## src/rtl/uncache_access_unit.sv

```systemverilog
// rtl/uncache_access_unit.sv - uncached load/store bridge onto the SRAM-like data bus
//
// Purpose: accepts uncached requests that already carry a physical address and
//    issues them as single-beat bus transactions. Stores are posted into an
//    in-order write buffer; a load is accepted only once the buffer has drained
//    and the bus is idle, so MMIO side effects stay in program order.
//
// Ports:
//    clk, rst          core clock, synchronous active-high reset
//    req_*             request from the MEM stage (valid/wr/size/paddr/wdata/wstrb)
//    req_ready         request accepted this cycle (combinational)
//    resp_valid/rdata  one-cycle load-data return
//    buf_empty         no buffered store and no write on the bus
//    bus_*             SRAM-like bus: req/wr/size/addr/wdata/wstrb out,
//                      addr_ok/data_ok/rdata in
module uncache_access_unit #(
   parameter int DEPTH = 4,
   parameter int PTR_W = $clog2(DEPTH)
) (
   input  logic        clk,
   input  logic        rst,
   input  logic        req_valid,
   input  logic        req_wr,
   input  logic [1:0]  req_size,
   input  logic [31:0] req_paddr,
   input  logic [31:0] req_wdata,
   input  logic [3:0]  req_wstrb,
   output logic        req_ready,
   output logic        resp_valid,
   output logic [31:0] resp_rdata,
   output logic        buf_empty,
   output logic        bus_req,
   output logic        bus_wr,
   output logic [1:0]  bus_size,
   output logic [31:0] bus_addr,
   output logic [31:0] bus_wdata,
   output logic [3:0]  bus_wstrb,
   input  logic        bus_addr_ok,
   input  logic        bus_data_ok,
   input  logic [31:0] bus_rdata
);

   typedef enum logic [2:0] {S_IDLE, S_WADDR, S_WDATA, S_RADDR, S_RDATA} state_t;

   localparam logic [PTR_W:0] LP_FULL = (PTR_W + 1)'(DEPTH);

   state_t           r_state, w_state_nxt;
   logic [31:0]      r_wb_addr  [DEPTH];
   logic [1:0]       r_wb_size  [DEPTH];
   logic [31:0]      r_wb_wdata [DEPTH];
   logic [3:0]       r_wb_wstrb [DEPTH];
   logic [PTR_W:0]   r_count, w_count_nxt;
   logic [PTR_W-1:0] r_head, r_tail;
   logic [31:0]      r_ld_addr;
   logic [1:0]       r_ld_size;
   logic             r_ld_pending;
   logic             r_resp_valid;
   logic [31:0]      r_resp_rdata;

   logic w_st_ok, w_ld_ok, w_enq, w_ld_acc, w_pop;

   // Any outstanding load blocks every new request until its response pulse,
   // which keeps a later store from overtaking it on the bus.
   assign w_st_ok   = !r_ld_pending && (r_count != LP_FULL);
   assign w_ld_ok   = !r_ld_pending && (r_count == '0) && (r_state == S_IDLE);
   assign req_ready = req_valid && (req_wr ? w_st_ok : w_ld_ok);
   assign w_enq     = req_ready && req_wr;
   assign w_ld_acc  = req_ready && !req_wr;
   assign w_pop     = (r_state == S_WDATA) && bus_data_ok;

   always_comb begin
      w_count_nxt = r_count;
      case ({w_enq, w_pop})
         2'b10:   w_count_nxt = r_count + 1'b1;
         2'b01:   w_count_nxt = r_count - 1'b1;
         default: w_count_nxt = r_count;
      endcase
   end

   always_ff @(posedge clk) begin
      if (rst) begin
         r_state      <= S_IDLE;
         r_count      <= '0;
         r_head       <= '0;
         r_tail       <= '0;
         r_ld_pending <= 1'b0;
         r_resp_valid <= 1'b0;
         r_resp_rdata <= '0;
         r_ld_addr    <= '0;
         r_ld_size    <= '0;
      end else begin
         r_state      <= w_state_nxt;
         r_count      <= w_count_nxt;
         r_resp_valid <= (r_state == S_RDATA) && bus_data_ok;
         if ((r_state == S_RDATA) && bus_data_ok) begin
            r_resp_rdata <= bus_rdata;
         end
         if (w_enq) begin
            r_tail <= r_tail + 1'b1;
         end
         if (w_pop) begin
            r_head <= r_head + 1'b1;
         end
         if (w_ld_acc) begin
            r_ld_pending <= 1'b1;
            r_ld_addr    <= req_paddr;
            r_ld_size    <= req_size;
         end else if (r_resp_valid) begin
            r_ld_pending <= 1'b0;
         end
      end
   end

   // Buffer payload needs no reset: only entries counted by r_count are read.
   always_ff @(posedge clk) begin
      if (w_enq) begin
         r_wb_addr[r_tail]  <= req_paddr;
         r_wb_size[r_tail]  <= req_size;
         r_wb_wdata[r_tail] <= req_wdata;
         r_wb_wstrb[r_tail] <= req_wstrb;
      end
   end

   always_comb begin
      w_state_nxt = r_state;
      case (r_state)
         // A store enqueued this cycle starts its write next cycle.
         S_IDLE: begin
            if ((r_count != '0) || w_enq) begin
               w_state_nxt = S_WADDR;
            end else if (w_ld_acc) begin
               w_state_nxt = S_RADDR;
            end
         end
         S_WADDR: if (bus_addr_ok) w_state_nxt = S_WDATA;
         S_WDATA: if (bus_data_ok) w_state_nxt = (w_count_nxt != '0) ? S_WADDR : S_IDLE;
         // A data_ok coinciding with addr_ok is not taken as completion.
         S_RADDR: if (bus_addr_ok) w_state_nxt = S_RDATA;
         S_RDATA: if (bus_data_ok) w_state_nxt = S_IDLE;
         default: w_state_nxt = S_IDLE;
      endcase
   end

   always_comb begin
      bus_req   = 1'b0;
      bus_wr    = 1'b0;
      bus_size  = '0;
      bus_addr  = '0;
      bus_wdata = '0;
      bus_wstrb = '0;
      if (r_state == S_WADDR) begin
         bus_req   = 1'b1;
         bus_wr    = 1'b1;
         bus_size  = r_wb_size[r_head];
         bus_addr  = r_wb_addr[r_head];
         bus_wdata = r_wb_wdata[r_head];
         bus_wstrb = r_wb_wstrb[r_head];
      end else if (r_state == S_RADDR) begin
         bus_req   = 1'b1;
         bus_size  = r_ld_size;
         bus_addr  = r_ld_addr;
      end
   end

   assign resp_valid = r_resp_valid;
   assign resp_rdata = r_resp_rdata;
   assign buf_empty  = (r_count == '0) && (r_state != S_WADDR) && (r_state != S_WDATA);

endmodule
```

## config.mk

```make
export PLATFORM = sky130hd
export DESIGN_NAME = uncache_access_unit
export DESIGN_NICKNAME = d
export VERILOG_FILES = /design/src/rtl/uncache_access_unit.sv
export SDC_FILE = /design/constraint.sdc
export NUM_CORES = 1
export LEC_CHECK = 0
export ABC_AREA = 1
export CAP_MARGIN = 30
export CORE_UTILIZATION = 54
export DETAILED_ROUTE_END_ITERATION = 8
export PLACE_DENSITY = 0.8
export RECOVER_POWER = 100
export SLEW_MARGIN = 20
export SYNTH_ARGS = -nofsm -noshare
export SYNTH_HDL_FRONTEND = slang
export SYNTH_SLANG_ARGS = --single-unit
```

## constraint.sdc

```tcl
create_clock -name clk -period 7.29 [get_ports clk]
set_clock_uncertainty 0.2 [all_clocks]
set_input_delay 1.458 -clock clk [delete_from_list [all_inputs] [get_ports clk]]
set_output_delay 1.458 -clock clk [all_outputs]
set_load 0.05 [all_outputs]
```

==> impl_metrics.ini, run 1 <==
[drt]
drc = 0
dr.first_iter.drc_count = 896
detailroute.wirelength.met3_um = 2460
detail_route.wl_per_cell_um = 17.1
m1WireLength_um = 12800
via_per_inst = 5.35
via_total_after_detailed_routing = 10100
route.met2.wl_um = 16300
drt_wl_total_um = 32300
top_layer_used = met4
antenna_left = 0
drt_first_pass_iters = 5

[setup_path]
slowest_stage = sky130_fd_sc_hd__clkbuf_1
worstSetupStartpointType = register
critPathMaxFanout = 56
regToRegStartpoint = r_count[0]
cells_along_the_critical_path = clkbuf_1, buf_12, nor2_1, nor2_1, o21ai_0, a21oi_1, dlygate4sd3_1
critPathArrivalTime_ns = 4.41
required_ns = 5.63
worst_setup_path_type = reg -> out
worstSetupEndpointType = output port
path_common_cell = sky130_fd_sc_hd__nor2_1
cpPeakStageDelay_ns = 1.38

[clock_network]
cts_setup_buffers = 0
cts.clk_slew.worst_paths_ns = 0.06
tritoncts = built
cts_hold_repair.buffers = 0
cts-root-to-sink-buffers = 3
clkLatencyLatePin_ns = 0.51
cts_h_tree_depth = 2
post_cts_resize_count = 0
tritoncts.num_buffers = 36
clk_tree_root_cell = sky130_fd_sc_hd__clkbuf_16
clkSinkCount = 360

[floorplan]
floorplan.initialDensity = 0.549
placementRows = 59
die_h_um = 164
floorplan.io_pins = 215
area_of_the_die_um2 = 27000
die_width_um = 164
coreArea_um2 = 25900

[logic_synthesis]
yosysTopAreaCellShare = 0.592
synth_warnings = 0
netlist_instances = 1336
ys_ff_latch = 360
ys_top_cells_by_area = sky130_fd_sc_hd__edfxtp_1, sky130_fd_sc_hd__dfxtp_1, sky130_fd_sc_hd__nand2_1
synthDistinctLibCells = 21
synthesis.nets = 1450
post-synth-top-area-cell = sky130_fd_sc_hd__edfxtp_1
syn_area_per_cell_um2 = 10.6
yosysSeqAreaShare = 0.704
post_synth_instance_area_um2 = 14200

[placement]
gp_congestion = 0.805
port_buffers = 214
detailed_place_hpwl_um = 19000

[grt]
grt_overflow_total = 0
grt_pass1_wl_um = 50600
first_global_vias = 9939
pin_count_of_the_biggest_net_entering_global_routing = 102
antenna_found_initial = 1
grt_util_all_layers = 0.243

[run_status]
violated_checks = max-capacitance violations, max-slew violations
status = complete, but fails checks

[worst_hold_path]
hp-class = reg -> reg
worst_min_path_start = resp_rdata[29]

[power]
power_mw = 5.74
vdd.ir_drop.worst_mv = 0.204
power-per-cell-area_nw_per_um2 = 323
total_leakage_power_nw = 6.78

[job]
max_cap_viol_count = 8

[sta]
final_hold_viol_count = 0
max_fclk_ghz = 0.165
fin_setup_tns_ns = 0
fin_crit_ns = 6.07
setup_viol = 0
slew_violations = 261
setup_repair_after_global_routing_missed_its_margin = false
part_of_the_cycle_the_worst_path_needs = 0.832
relSlewSlack = -0.503
timing_worst_slew_pin_value_ns = 2.25

[layout]
flow.area_growth_from_synthesis_pct = 24.9
ratio_of_cells_with_drive_above_1_in_the_final_layout = 0.0419
leading_cell_type_in_the_layout_fill_and_taps_excluded = sky130_fd_sc_hd__edfxtp_1
most-common-layout-cells = sky130_fd_sc_hd__edfxtp_1, sky130_fd_sc_hd__nand2_1, sky130_fd_sc_hd__nor2_1, sky130_fd_sc_hd__dlygate4sd3_1, sky130_fd_sc_hd__o21ai_0
final_net_count = 1642
-- registers in the layout, indices dropped and copies added, names as in the netlist, 3 cells and up, named ones only --
register    count
r_count         3
r_wb_wdata    128
r_wb_size       8
r_wb_wstrb     16
r_ld_addr      32
r_state         3
r_wb_addr     128
resp_rdata     32
-- final cells by class --
cell class / count / area [um^2]
Inverter: 91 / 344
Tap cell: 335 / 419
Multi-Input combinational cell: 808 / 3530
Antenna cell: 2 / 5.00
Timing Repair Buffer: 231 / 2260
Clock inverter: 11 / 161
Fill cell: 1829 / 8160
Clock buffer: 52 / 1010
Sequential cell: 360 / 10000
-- through the flow --
| step | hold WS [ns] | setup slack [ns] | util | instance area [um^2] | cells |
|---|---|---|---|---|---|
| floorplan | 0.236 | 1.54 | - | 14200 | 1336 |
| global placement | 0.232 | 2.40 | 0.641 | 16600 | 1821 |
| detailed placement | 0.239 | 2.40 | 0.643 | 16700 | 1824 |
| CTS | 0.248 | 1.96 | 0.689 | 17800 | 1887 |
| global route | 0.259 | 0.974 | 0.685 | 17700 | 1888 |
| finish | 0.242 | 1.22 | 0.685 | 17800 | 1890 |
-- power breakdown --
part | internal [mW] | leakage, nW | switching (mW)
combinational | 0.413 | 3.02 | 1.05
clock | 1.11 | 0.568 | 0.732
sequential | 2.36 | 3.19 | 0.0695
-- final timing paths --
| path | to | slack (ns) | cells after the start |
|---|---|---|---|
| hold / removal | resp_rdata[29] | 0.24 | 2 |
| setup reg to reg | r_wb_wdata[0][5] | 2.49 | 7 |
| setup / recovery | bus_wdata[27] | 1.22 | 7 |
| hold reg to reg | resp_rdata[29] | 0.24 | 2 |
-- worst max-delay path, delay by kind of cell (launching register included) --
kind | cells | cell delay (ns)
buffers and inverters | 3 | 2.66
AO/OA/AOI/OAI | 2 | 0.35
flip-flops | 1 | 0.70
AND/OR/NAND/NOR | 2 | 0.16
-- Yosys cell counts, drive strengths merged --
cell type,instances
edfxtp,280
nor2,235
nand2,233
o21ai,143
nand3,110
inv,88
dfxtp,80
a21oi,77
clkbuf,55
buf,22
ha,5
clkinv,3
nand4,2
or2,2
fa,1
-- per-layer routing --
metal | up-vias | GRT usage
met5 | - | 0
met4 | 0 | 0.0875
met3 | 62 | 0.0515
met2 | 377 | 0.418
met1 | 4781 | 0.301
li1 | 4889 | -
-- cells by family after synthesis --
family	synth area share
flip-flops	0.704
AO/OA/AOI/OAI	0.0775
AND/OR/NAND/NOR	0.166
adder cells (fa/ha/maj)	0.00581
buffers and inverters	0.0467
Note: power is estimated with default switching activity, not from simulation.
==> inputs of run 2 (changes only) <==
Settings changed: CORE_UTILIZATION 54 to 49, PLACE_DENSITY 0.8 to 0.76.
Clock period 7.29 ns to 5.35 ns, I/O delays scaled along.
==> impl_metrics.ini, run 2 (same netlist as run 1, synthesis figures left out) <==
[run_status]
status = complete, but fails checks
violated_checks = max-capacitance violations, max-slew violations

[setup_path]
worst_setup_path_type = reg -> out
cells_along_the_critical_path = nor2_1, nand2_1, clkinv_1, clkbuf_1, nand3_1, o21ai_0, clkbuf_1
worstSetupEndpointType = output port
reg2reg_end = r_wb_addr[2][0]
required_ns = 4.08
cpPeakStageDelay_ns = 1.44
worstSetupStartpointType = register
path_common_cell = sky130_fd_sc_hd__clkbuf_1
timing.reg2reg.setup_slack_ns = 1.55
regToRegStartpoint = r_count[0]
cp_num_cells = 7
critPathArrivalTime_ns = 3.61
path_buf_inv = 3
critical_path.startpoint = r_state[1]
slowest_stage = sky130_fd_sc_hd__clkbuf_1
cpLargestDelayFamily = buffers and inverters
setup.worst_path.end = bus_addr[24]
timing.reg2reg.worst_path_depth = 7
critPathMaxFanout = 35

[grt]
global_route.peak_usage_layer = met2
grt_overflow_total = 0
antenna_found_initial = 6
grt_pass1_wl_um = 49900
grt.met3_usage = 0.0517
grt_util_all_layers = 0.219
pin_count_of_the_biggest_net_entering_global_routing = 81
first_global_vias = 9787
met1_usage = 0.269
grt_util_met2 = 0.383

[placement]
numPlacedInstances = 1869
detailed_place_hpwl_um = 18700
gp_congestion = 0.788
pre_cts_slack_ns = 1.11
port_buffers = 214

[layout]
flow.area_growth_from_synthesis_pct = 25.1
sequential_cell_area_um2 = 10000
largest_registers = r_wb_addr x128, r_wb_wdata x128
multiInputGateArea_um2 = 3530
most-common-layout-cells = sky130_fd_sc_hd__edfxtp_1, sky130_fd_sc_hd__nand2_1, sky130_fd_sc_hd__nor2_1, sky130_fd_sc_hd__o21ai_0, sky130_fd_sc_hd__dlygate4sd3_1
layout.cells.non_filler = 1943
leading_cell_type_in_the_layout_fill_and_taps_excluded = sky130_fd_sc_hd__edfxtp_1
final_net_count = 1645
num-fill-cells = 2137
ratio_of_cells_with_drive_above_1_in_the_final_layout = 0.0679
utilization_after_layout = 0.631

[sta]
slew_violations = 216
fin_crit_ns = 4.88
max_fclk_ghz = 0.205
part_of_the_cycle_the_worst_path_needs = 0.913
timing_worst_slew_pin_value_ns = 2.48
setup_viol = 0
relSlewSlack = -0.651
worst_slack_ns = 0.466
final_hold_viol_count = 0
setup_repair_after_global_routing_missed_its_margin = false

[floorplan]
die_h_um = 172
area_of_the_die_um2 = 29700
floorplan.io_pins = 215
die_width_um = 172
coreArea_um2 = 28200
placementRows = 61
floorplan.initialDensity = 0.505

[power]
total_leakage_power_nw = 6.78
power_mw = 7.91
power-per-cell-area_nw_per_um2 = 445
vdd.ir_drop.worst_mv = 0.308

[drt]
detail_route.wl_per_cell_um = 16.6
via_total_after_detailed_routing = 10100
drt_wl_total_um = 32200
via_per_inst = 5.19
drc = 0
drt_first_pass_iters = 5
antenna_left = 0
dr.first_iter.drc_count = 744

[clock_network]
tritoncts = built
cts_h_tree_depth = 2
post_cts_resize_count = 0
cts_setup_buffers = 0
clkSinkCount = 360
clkLatencyLatePin_ns = 0.51
clk_tree_root_cell = sky130_fd_sc_hd__clkbuf_16
cts-root-to-sink-buffers = 3
tritoncts.num_buffers = 38
cts.clk_slew.worst_paths_ns = 0.06
cts_hold_repair.buffers = 0

[job]
max_cap_viol_count = 6

[worst_hold_path]
hp-class = reg -> reg
[run 2: how the worst min path moves through the flow]
stage                   startpoint             end  cells after the start  slack [ns]
floorplan                r_head[1]        register                      2        0.24
global placement    resp_rdata[20]  resp_rdata[20]                      2        0.23
detailed placement   resp_rdata[5]   resp_rdata[5]                      2        0.24
CTS                  resp_rdata[0]   resp_rdata[0]                      2        0.25
global route         resp_rdata[7]   resp_rdata[7]                      2        0.26
finish               resp_rdata[0]   resp_rdata[0]                      2        0.24
[run 2: power by group]
part	switching [mW]	internal, mW
combinational	1.42	0.550
clock	1.01	1.60
sequential	0.108	3.22
[run 2: final cells by class]
| class | count | share of cell area |
|---|---|---|
| Sequential cell | 360 | 0.563 |
| Multi-Input combinational cell | 808 | 0.199 |
| Timing Repair Buffer | 232 | 0.121 |
| Clock buffer | 48 | 0.0597 |
| Tap cell | 378 | 0.0266 |
| Inverter | 91 | 0.0193 |
| Clock inverter | 21 | 0.0113 |
| Antenna cell | 5 | 0.000704 |
[run 2: layer usage]
layer / vias to the layer above / wire length [um]
met2: 324 / 16300
met1: 4805 / 12900
met4: 2 / 622
li1: 4903 / -
met5: - / 13
met3: 43 / 2300
[run 2: metrics by stage]
stage	hold slack, ns	setup TNS [ns]	area [um^2]
6_report	0.242	0	17800
3_5_place_dp	0.239	0	16700
5_1_grt	0.258	0	17800
2_1_floorplan	0.236	-3.22	14200
3_3_place_gp	0.231	0	16600
4_1_cts	0.246	0	17900
[run 2: worst reg2reg max path: cells and delay by family (launching register included)]
family,cells,cell delay [ns]
buffers and inverters,2,2.10
flip-flops,1,0.40
AND/OR/NAND/NOR,5,0.64
==> inputs of run 3 (changes only) <==
Settings changed: MAX_ROUTING_LAYER set to met4.
==> impl_metrics.ini, run 3 (same netlist as run 1, synthesis figures left out) <==
[run_status]
status = complete, but fails checks
violated_checks = max-capacitance violations, max-slew violations

[drt]
dr.first_iter.drc_count = 691
antenna_left = 0
drt_first_pass_iters = 5
via_per_inst = 5.16
drt_wl_total_um = 32200
via_total_after_detailed_routing = 10000
detail_route.wl_per_cell_um = 16.6
drc = 0

[floorplan]
floorplan.io_pins = 215
die_width_um = 172
coreArea_um2 = 28200
placementRows = 61
area_of_the_die_um2 = 29700
floorplan.initialDensity = 0.505
die_h_um = 172

[clock_network]
cts_setup_buffers = 0
cts_h_tree_depth = 2
cts_hold_repair.buffers = 0
clk_tree_root_cell = sky130_fd_sc_hd__clkbuf_16
clkLatencyLatePin_ns = 0.51
clkSinkCount = 360
post_cts_resize_count = 0
tritoncts.num_buffers = 38
cts.clk_slew.worst_paths_ns = 0.06
cts-root-to-sink-buffers = 3
tritoncts = built

[layout]
flow.area_growth_from_synthesis_pct = 25.2
final_net_count = 1645
leading_cell_type_in_the_layout_fill_and_taps_excluded = sky130_fd_sc_hd__edfxtp_1
postLayoutCellArea_um2 = 17800
largest_registers = r_wb_addr x128, r_wb_wdata x128
ratio_of_cells_with_drive_above_1_in_the_final_layout = 0.0692
most-common-layout-cells = sky130_fd_sc_hd__edfxtp_1, sky130_fd_sc_hd__nand2_1, sky130_fd_sc_hd__nor2_1, sky130_fd_sc_hd__o21ai_0, sky130_fd_sc_hd__dlygate4sd3_1

[sta]
relSlewSlack = -0.654
slew_violations = 216
part_of_the_cycle_the_worst_path_needs = 0.905
final_hold_viol_count = 0
setup_repair_after_global_routing_missed_its_margin = false
setup_viol = 0
finalHoldWorstSlack_ns = 0.241
fin_crit_ns = 4.84
max_fclk_ghz = 0.207
timing_worst_slew_pin_value_ns = 2.48
fin_setup_tns_ns = 0

[power]
power.share.sequential = 0.421
share_clk_of_total_power = 0.329
comb_power_share = 0.249
cellInternalPower_mw = 5.37
net_sw_frac = 0.321
p_switching_mw = 2.54
power-per-cell-area_nw_per_um2 = 444
power_mw = 7.91
vdd.ir_drop.worst_mv = 0.308
total_leakage_power_nw = 6.79

[setup_path]
timing.reg2reg.worst_path_depth = 7
critPathArrivalTime_ns = 3.57
critical_path.startpoint = r_state[1]
worstSetupStartpointType = register
critPathMaxFanout = 35
worstSetupEndpointType = output port
regToRegStartpoint = r_count[0]
reg2reg_end = r_wb_addr[2][0]
timing.reg2reg.setup_slack_ns = 1.57
required_ns = 4.08
worst_setup_path_type = reg -> out
setup.worst_path.end = bus_addr[6]

[grt]
pin_count_of_the_biggest_net_entering_global_routing = 81
grt_overflow_total = 0
grt_util_all_layers = 0.226
grt_pass1_wl_um = 49900
antenna_found_initial = 6
first_global_vias = 9799

[placement]
port_buffers = 214
postPlaceCellArea_um2 = 16700
detailed_place_hpwl_um = 18700
gp_congestion = 0.799

[job]
max_cap_viol_count = 6

[worst_hold_path]
worst_min_path_start = resp_rdata[0]
hp-class = reg -> reg
run 3: cell types whose count changed in the layout (fill, tap and decap cells not counted):
cell	change
sky130_fd_sc_hd__diode_2	+1
sky130_fd_sc_hd__clkbuf_1	-2
sky130_fd_sc_hd__buf_4	+2
run 3: layer usage:
layer,vias to the layer above,share of wire,track usage
li1,4907,-,-
met1,4759,0.41,0.273
met2,332,0.51,0.383
met3,41,0.068,0.0449
met4,0,0.019,0.0662
met5,-,0,-
run 3: how the worst min path moves through the flow:
| stage | to | slack (ns) | cells past startpoint |
|---|---|---|---|
| finish | resp_rdata[0] | 0.24 | 2 |
| global route | resp_rdata[7] | 0.26 | 2 |
| CTS | resp_rdata[0] | 0.25 | 2 |
| detailed placement | resp_rdata[5] | 0.24 | 2 |
| global placement | resp_rdata[20] | 0.23 | 2 |
| floorplan | register | 0.24 | 2 |
run 3: metrics by stage:
stage,worst slack [ns],utilization,instances
3_5_place_dp,1.11,0.592,1869
2_1_floorplan,-0.0115,-,1336
6_report,0.508,0.632,1944
5_1_grt,0.267,0.632,1944
3_3_place_gp,1.10,0.590,1867
4_1_cts,0.793,0.636,1938
run 3: power by group through the flow:
stage	sequential (mW)	clock [mW]	combinational (mW)
3_3_place_gp	3.38	0	2.02
4_1_cts	3.33	2.65	2.07
6_report	3.33	2.60	1.97
5_1_grt	3.35	2.76	2.15
2_1_floorplan	3.49	0	1.25
3_5_place_dp	3.39	0	2.05
run 3: critical path, cell delays in order (launching register included):
cell	delay, ns
sky130_fd_sc_hd__dfxtp_1	0.37
sky130_fd_sc_hd__nor2_1	0.17
sky130_fd_sc_hd__nand2_1	0.18
sky130_fd_sc_hd__clkinv_1	0.08
sky130_fd_sc_hd__clkbuf_1	1.43
sky130_fd_sc_hd__nand3_1	0.18
sky130_fd_sc_hd__o21ai_0	0.27
sky130_fd_sc_hd__clkbuf_2	0.36
run 3: layout make-up:
cell class	count	area, um^2
well taps	378	473
multi-input cells	808	3530
clock inverters	21	200
flip-flops and latches	360	10000
repair buffers	232	2150
diodes	6	15.0
clock buffers	48	1060
fillers	2133	10400
inverters	91	344
